[config.mk]
export PLATFORM = sky130hd
export DESIGN_NAME = bias_add_bank
export DESIGN_NICKNAME = d
export VERILOG_FILES = /design/src/rtl/bias_pkg.sv /design/src/rtl/bias_regfile.sv /design/src/rtl/bias_add_bank.sv
export SDC_FILE = /design/constraint.sdc
export NUM_CORES = 2
export LEC_CHECK = 0
export ABC_AREA = 1
export BUFFER_PORTS_ARGS = -buffer_cell sky130_fd_sc_hd__buf_2
export CORE_MARGIN = 3
export CORE_UTILIZATION = 60
export CTS_CLUSTER_DIAMETER = 100
export CTS_CLUSTER_SIZE = 12
export DETAILED_ROUTE_END_ITERATION = 16
export PLACE_DENSITY = 0.77
export SLEW_MARGIN = 10
export SYNTH_ARGS = -nofsm -noshare
export SYNTH_HDL_FRONTEND = slang
export SYNTH_SLANG_ARGS = --single-unit
[constraint.sdc]
create_clock -name clk -period 2.3 [get_ports clk]
set_clock_uncertainty 0.1 [all_clocks]
set_input_delay 0.23 -clock clk [delete_from_list [all_inputs] [get_ports clk]]
set_output_delay 0.23 -clock clk [all_outputs]
set_load 0.02 [all_outputs]
[src/rtl/bias_pkg.sv]
// bias_pkg: shared constants and arithmetic helpers for the bias-add bank.
package bias_pkg;
  localparam int DEF_DW = 18;
  localparam int MAXW = 64;
  typedef logic signed [MAXW-1:0] wide_t;
  function automatic int lane_lsb(input int lane, input int w);
    return lane * w;
  endfunction
  // Returns {ovf, result}; wrap mode callers keep only the low w bits of result.
  function automatic logic [MAXW:0] sat_add(input wide_t a, input wide_t b, input int w, input logic sat);
    wide_t s, hi, lo;
    logic ovf;
    s = a + b;
    hi = (wide_t'(1) <<< (w - 1)) - wide_t'(1);
    lo = -hi - wide_t'(1);
    ovf = (s > hi) || (s < lo);
    return {ovf, (sat && s > hi) ? hi : (sat && s < lo) ? lo : s};
  endfunction
endpackage

[src/rtl/bias_regfile.sv]
// bias_regfile: DEPTH x N_LANES bias words, one lane write port, one full-vector read port.
module bias_regfile import bias_pkg::*; #(
  parameter int N_LANES = 16,
  parameter int DW = DEF_DW,
  parameter int DEPTH = 4,
  parameter int GW = 2,
  parameter int LW = 4
) (
  input  logic                   clk,
  input  logic                   rst_n,
  input  logic                   we,
  input  logic [GW-1:0]          wgroup,
  input  logic [LW-1:0]          wlane,
  input  logic [DW-1:0]          wdata,
  input  logic [GW-1:0]          rgroup,
  output logic [N_LANES*DW-1:0]  rdata
);
  logic [N_LANES*DW-1:0] mem [DEPTH];
  // Writes to groups >= DEPTH match no row and fall away.
  always_ff @(posedge clk or negedge rst_n) begin
    if (!rst_n) begin
      for (int g = 0; g < DEPTH; g++) mem[g] <= '0;
    end else begin
      for (int g = 0; g < DEPTH; g++)
        for (int l = 0; l < N_LANES; l++)
          if (we && wgroup == GW'(g) && wlane == LW'(l)) mem[g][lane_lsb(l, DW) +: DW] <= wdata;
    end
  end
  assign rdata = (32'(rgroup) < DEPTH) ? mem[rgroup] : '0;
endmodule

[src/rtl/bias_add_bank.sv]
// bias_add_bank: adds a runtime-loaded per-group bias vector to accumulator vectors
// through a two-stage valid/ready pipeline with optional saturation.
module bias_add_bank import bias_pkg::*; #(
  parameter int N_LANES = 16,
  parameter int DW = DEF_DW,
  parameter int DEPTH = 4,
  parameter int SAT_EN = 1,
  parameter int GW = (DEPTH > 1) ? $clog2(DEPTH) : 1,
  parameter int LW = (N_LANES > 1) ? $clog2(N_LANES) : 1
) (
  input  logic                  clk,
  input  logic                  rst_n,
  input  logic                  ld_en,
  input  logic [GW-1:0]         ld_group,
  input  logic [LW-1:0]         ld_lane,
  input  logic [DW-1:0]         ld_data,
  input  logic                  in_valid,
  output logic                  in_ready,
  input  logic [GW-1:0]         in_group,
  input  logic                  in_bias_en,
  input  logic [N_LANES*DW-1:0] in_acc,
  output logic                  out_valid,
  input  logic                  out_ready,
  output logic [N_LANES*DW-1:0] out_data,
  output logic [N_LANES-1:0]    out_sat,
  output logic                  out_err
);
  logic [N_LANES*DW-1:0] rd_bias, s1_acc, s1_bias, nxt_data;
  logic [N_LANES-1:0] nxt_sat;
  logic [MAXW:0] r;
  logic s1_valid, s1_err, s2_adv, grp_err;
  bias_regfile #(.N_LANES(N_LANES), .DW(DW), .DEPTH(DEPTH), .GW(GW), .LW(LW)) u_rf (
    .clk(clk), .rst_n(rst_n), .we(ld_en), .wgroup(ld_group), .wlane(ld_lane),
    .wdata(ld_data), .rgroup(in_group), .rdata(rd_bias)
  );
  assign grp_err = 32'(in_group) >= DEPTH;
  assign s2_adv = !out_valid || out_ready;
  assign in_ready = !s1_valid || s2_adv;
  // A disabled or out-of-range bias is zeroed at capture, so it can never flag overflow.
  always_comb begin
    nxt_data = '0;
    nxt_sat = '0;
    r = '0;
    for (int i = 0; i < N_LANES; i++) begin
      r = sat_add(wide_t'($signed(s1_acc[lane_lsb(i, DW) +: DW])),
                  wide_t'($signed(s1_bias[lane_lsb(i, DW) +: DW])), DW, SAT_EN != 0);
      nxt_data[lane_lsb(i, DW) +: DW] = r[DW-1:0];
      nxt_sat[i] = r[MAXW];
    end
  end
  always_ff @(posedge clk or negedge rst_n) begin
    if (!rst_n) begin
      s1_valid <= 1'b0;
      s1_err <= 1'b0;
      s1_acc <= '0;
      s1_bias <= '0;
      out_valid <= 1'b0;
      out_data <= '0;
      out_sat <= '0;
      out_err <= 1'b0;
    end else begin
      if (in_ready) s1_valid <= in_valid;
      if (in_valid && in_ready) begin
        s1_acc <= in_acc;
        s1_bias <= (in_bias_en && !grp_err) ? rd_bias : '0;
        s1_err <= grp_err;
      end
      if (s2_adv) begin
        out_valid <= s1_valid;
        if (s1_valid) begin
          out_data <= nxt_data;
          out_sat <= nxt_sat;
          out_err <= s1_err;
        end
      end
    end
  end
endmodule

==> results.sh <==
export IMPL_status="finished, violations left"
export IMPL_failed_checks="setup timing"
export IMPL_die_y_um=415.7
export IMPL_placedInstanceArea_um2=109300
export IMPL_rrSetupSlack_ps=-30
export IMPL_wire_per_inst_um=19.92
export IMPL_layout_area_overhead_vs_synth_pct=24.86
export IMPL_path_cells="ha_4 > nand2_1 > nand2_2 > a21oi_2 > nand2_2 > nand2_2 > nand3_1 > nand2_1 > nand2_2 > nor2_4 > clkbuf_16 > nor2_1 > nor2_1 > nor2_1"
export IMPL_grt_overflow_total=0
export IMPL_cts_tree="built"
export IMPL_rsz0062_at_grt="yes"
export IMPL_ir_drop_uv=884.7
export IMPL_slew_headroom_pct=46.80
export IMPL_antenna_found_initial=14
export IMPL_yosys_warnings=0
export IMPL_drt_total_wl_um=318900
export IMPL_final_cell_mix="nand2_1 (4,889), dfrtp_1 (2,006), o21ai_0 (1,176)"
export IMPL_drtIter0Drc=9536
export IMPL_max_freq_mhz=429.8
export IMPL_hold_viol=0
export IMPL_path_max_fanout=8
export IMPL_reg2reg_to="out_data[209]$_DFFE_PN0P_"
export IMPL_grt_pass1_vias=88590
export IMPL_hp_class="in2reg"
export IMPL_final_common_cell="nand2_1"
export IMPL_fin_crit_sh_pct=101.2
export IMPL_syn_nets=13140
export IMPL_cts_root_buffer="clkbuf_16"
export IMPL_core_area_um2=165900
export IMPL_r2r_start="s1_bias[204]$_DFFE_PN0P_"
export IMPL_worst_slew_pin_slew_ps=795.1
export IMPL_clock_sinks=2034
export IMPL_ys_seq_area_share_pct=50.54
export IMPL_synth_simple_area_share_pct=25.45
export IMPL_slowest_delay_ps=440
export IMPL_synth_cells=12510
export IMPL_totalPowerFinal_mw=110.8
export IMPL_synth_compound_area_share_pct=13.59
export IMPL_setup_tns_ps=-155.8
export IMPL_p_per_area_nw_per_um2=880.8
export IMPL_synth_top_family_by_area="simple AND/OR/NAND/NOR gates"
export IMPL_cp_endpoint="out_data[209]$_DFFE_PN0P_"
export IMPL_start_util_pct=60.69
export IMPL_finalInstanceArea_um2=125700
export IMPL_timing_critical_path_mode_cell="nand2_2"
export IMPL_final_nets=14420
export IMPL_chipWidth_um=415.7
export IMPL_cp_arrival_ps=2950
export IMPL_fill_cells=11730
export IMPL_port_buffers=625
export IMPL_synth_cell_types=44
export IMPL_synth_mux_area_share_pct=0
export IMPL_syn_cell_area_um2=100700
export IMPL_cp_slowest_cell="dfrtp_1"
export IMPL_ys_flop_type="dfrtp_1"
export IMPL_crit_type="reg2reg"
export IMPL_via_count=93080
export IMPL_grt_pass1_wl_um=485600
export IMPL_fin_ws_ps=-26.80
export IMPL_drv_slew=0
export IMPL_hold_slack_ps=39.51
export IMPL_ys_seq_elements=2034
export IMPL_clk_pin_slew_ps=60
export IMPL_syn_area_per_cell_um2=8.049
export IMPL_cp_start_kind="flop"
export IMPL_setup_violations=17
export IMPL_dp_hpwl_um=202100
export IMPL_drive_above_1_share_pct=19.03
export IMPL_viasPerCell=5.815
export IMPL_critPathRequiredTime_ps=2920
export IMPL_drc=0
export IMPL_grt_use_total_pct=34.92
export IMPL_synth_edff_count=0
export IMPL_cts_buffers=187
export IMPL_crit_path_end_kind="flop"
export IMPL_synth_async_reset_ratio_pct=100.0
export IMPL_p_leak_nw=60.75
export IMPL_grt_max_degree=108
export IMPL_final_antenna_net_count=0
export IMPL_clk_latency_ps=850
export IMPL_r2r_cells=14
export IMPL_fin_crit_ps=2327
export IMPL_crit_start="s1_bias[204]$_DFFE_PN0P_"
export IMPL_dieArea_um2=172800
export IMPL_maxCapViolCount=0
export IMPL_htreeDepth=4
export IMPL_place_gp_congestion=0.9385
export IMPL_cts_buffer_depth=3
export IMPL_core_rowCount=149
export IMPL_io_pins=627
export IMPL_synth_xor_area_share_pct=1.705
export IMPL_first_pass_iters=10
export IMPL_synth_adder_area_share_pct=3.896
final cells by class:
type                       count  area (µm²)  share of cell area, %
clock buffer                 188        4705                  3.741
tap                         2189        2739                  2.178
sequential                  2034       50930                  40.51
clock inverter                14       192.7                 0.1532
antenna                       11       27.53                0.02189
inverter                     504        1924                  1.530
multi-input combinational   9297       50630                  40.27
timing repair buffer        1771       14590                  11.60
worst max-delay path, delay by kind of cell, from the launching register on:
kind                       cells  cell delay (ps)
AOI/OAI and AO/OA              1              180
and+or+nand+nor               11              980
adders and majority gates      1              300
DFF                            1              440
buffers and inverters          1              200
layer usage:
layer  track usage (%)  routed length, µm  share of wire (%)
met1             47.81             131000                 41
met2             56.06             151000                 47
met3             5.064              22360                7.0
met4             14.78              14550                4.6
met5                 0                  0                  0
synthesized netlist by cell type, types with 28 or more instances:
library cell	number	area share, %
nand2_1	5070	19
dfrtp_1	2034	51
o21ai_0	1182	5.9
nor2_1	748	2.8
a21oi_1	613	3.0
clkbuf_1	588	2.2
inv_1	461	1.7
ha_1	288	3.6
a32o_1	287	2.9
o21ai_1	203	1.0
nand3_1	201	1.0
xor2_1	130	1.1
nand2_2	106	0.66
xnor2_1	66	0.57
nand4_1	49	0.30
nor2_2	49	0.30
buf_2	46	0.23
a21oi_2	43	0.37
nand3b_1	34	0.25
nor3_1	32	0.16
buf_1	30	0.11
nand2_4	28	0.31
stage by stage:
step | instances | util [%] | setup slack (ps)
2_1_floorplan | 12510 | - | 195.5
3_3_place_gp | 15160 | 65.88 | -111.2
3_5_place_dp | 15160 | 65.88 | -143.4
4_1_cts | 15810 | 71.79 | -7.674
5_1_grt | 16000 | 75.77 | -117.3
6_report | 16010 | 75.78 | -26.80
power breakdown:
group / internal (mW) / switching, mW
Combinational: 14.0 / 21.8
Clock: 14.5 / 13.3
Sequential: 42.4 / 4.75
Total: 70.9 / 39.9
cells by family (layout without fill, tap and decap cells):
| family | after synthesis | in the layout |
|---|---|---|
| simple gates | 6374 | 6404 |
| fa+ha+maj | 304 | 304 |
| buf+inv | 1210 | 2477 |
| flops | 2034 | 2034 |
| xor+xnor | 196 | 196 |
| other cells | 1 | 12 |
| compound gates | 2392 | 2392 |
worst min path at each step:
stage	from	to	slack [ps]	cells after the start
floorplan	rst_n	out_data[0]$_DFFE_PN0P_	-170	0
global placement	rst_n	out_data[18]$_DFFE_PN0P_	30	1
CTS	in_acc[207]	s1_acc[207]$_DFFE_PN0P_	0.3	4
detailed placement	rst_n	out_data[18]$_DFFE_PN0P_	30	1
global route	in_acc[208]	s1_acc[208]$_DFFE_PN0P_	30	4
finish	in_acc[234]	s1_acc[234]$_DFFE_PN0P_	40	4
flip-flops by register name (all words and copies together) (netlist names):
register,cells
out_valid,1
u_rf.mem,1152
out_data,288
s1_bias,288
s1_acc,288
out_sat,16
s1_valid,1
what timing repair did:
action / 4_1_cts / 5_1_grt
setup endpoints to repair: 174 / 299
pin swaps: 7 / 277
resized for setup: 86 / 908
endpoints found under the hold margin: 3033 / 0
cloned: 3 / 33
hold buffers: 440 / 0
setup buffers: 2 / 156
(Power assumes the default switching activity.)
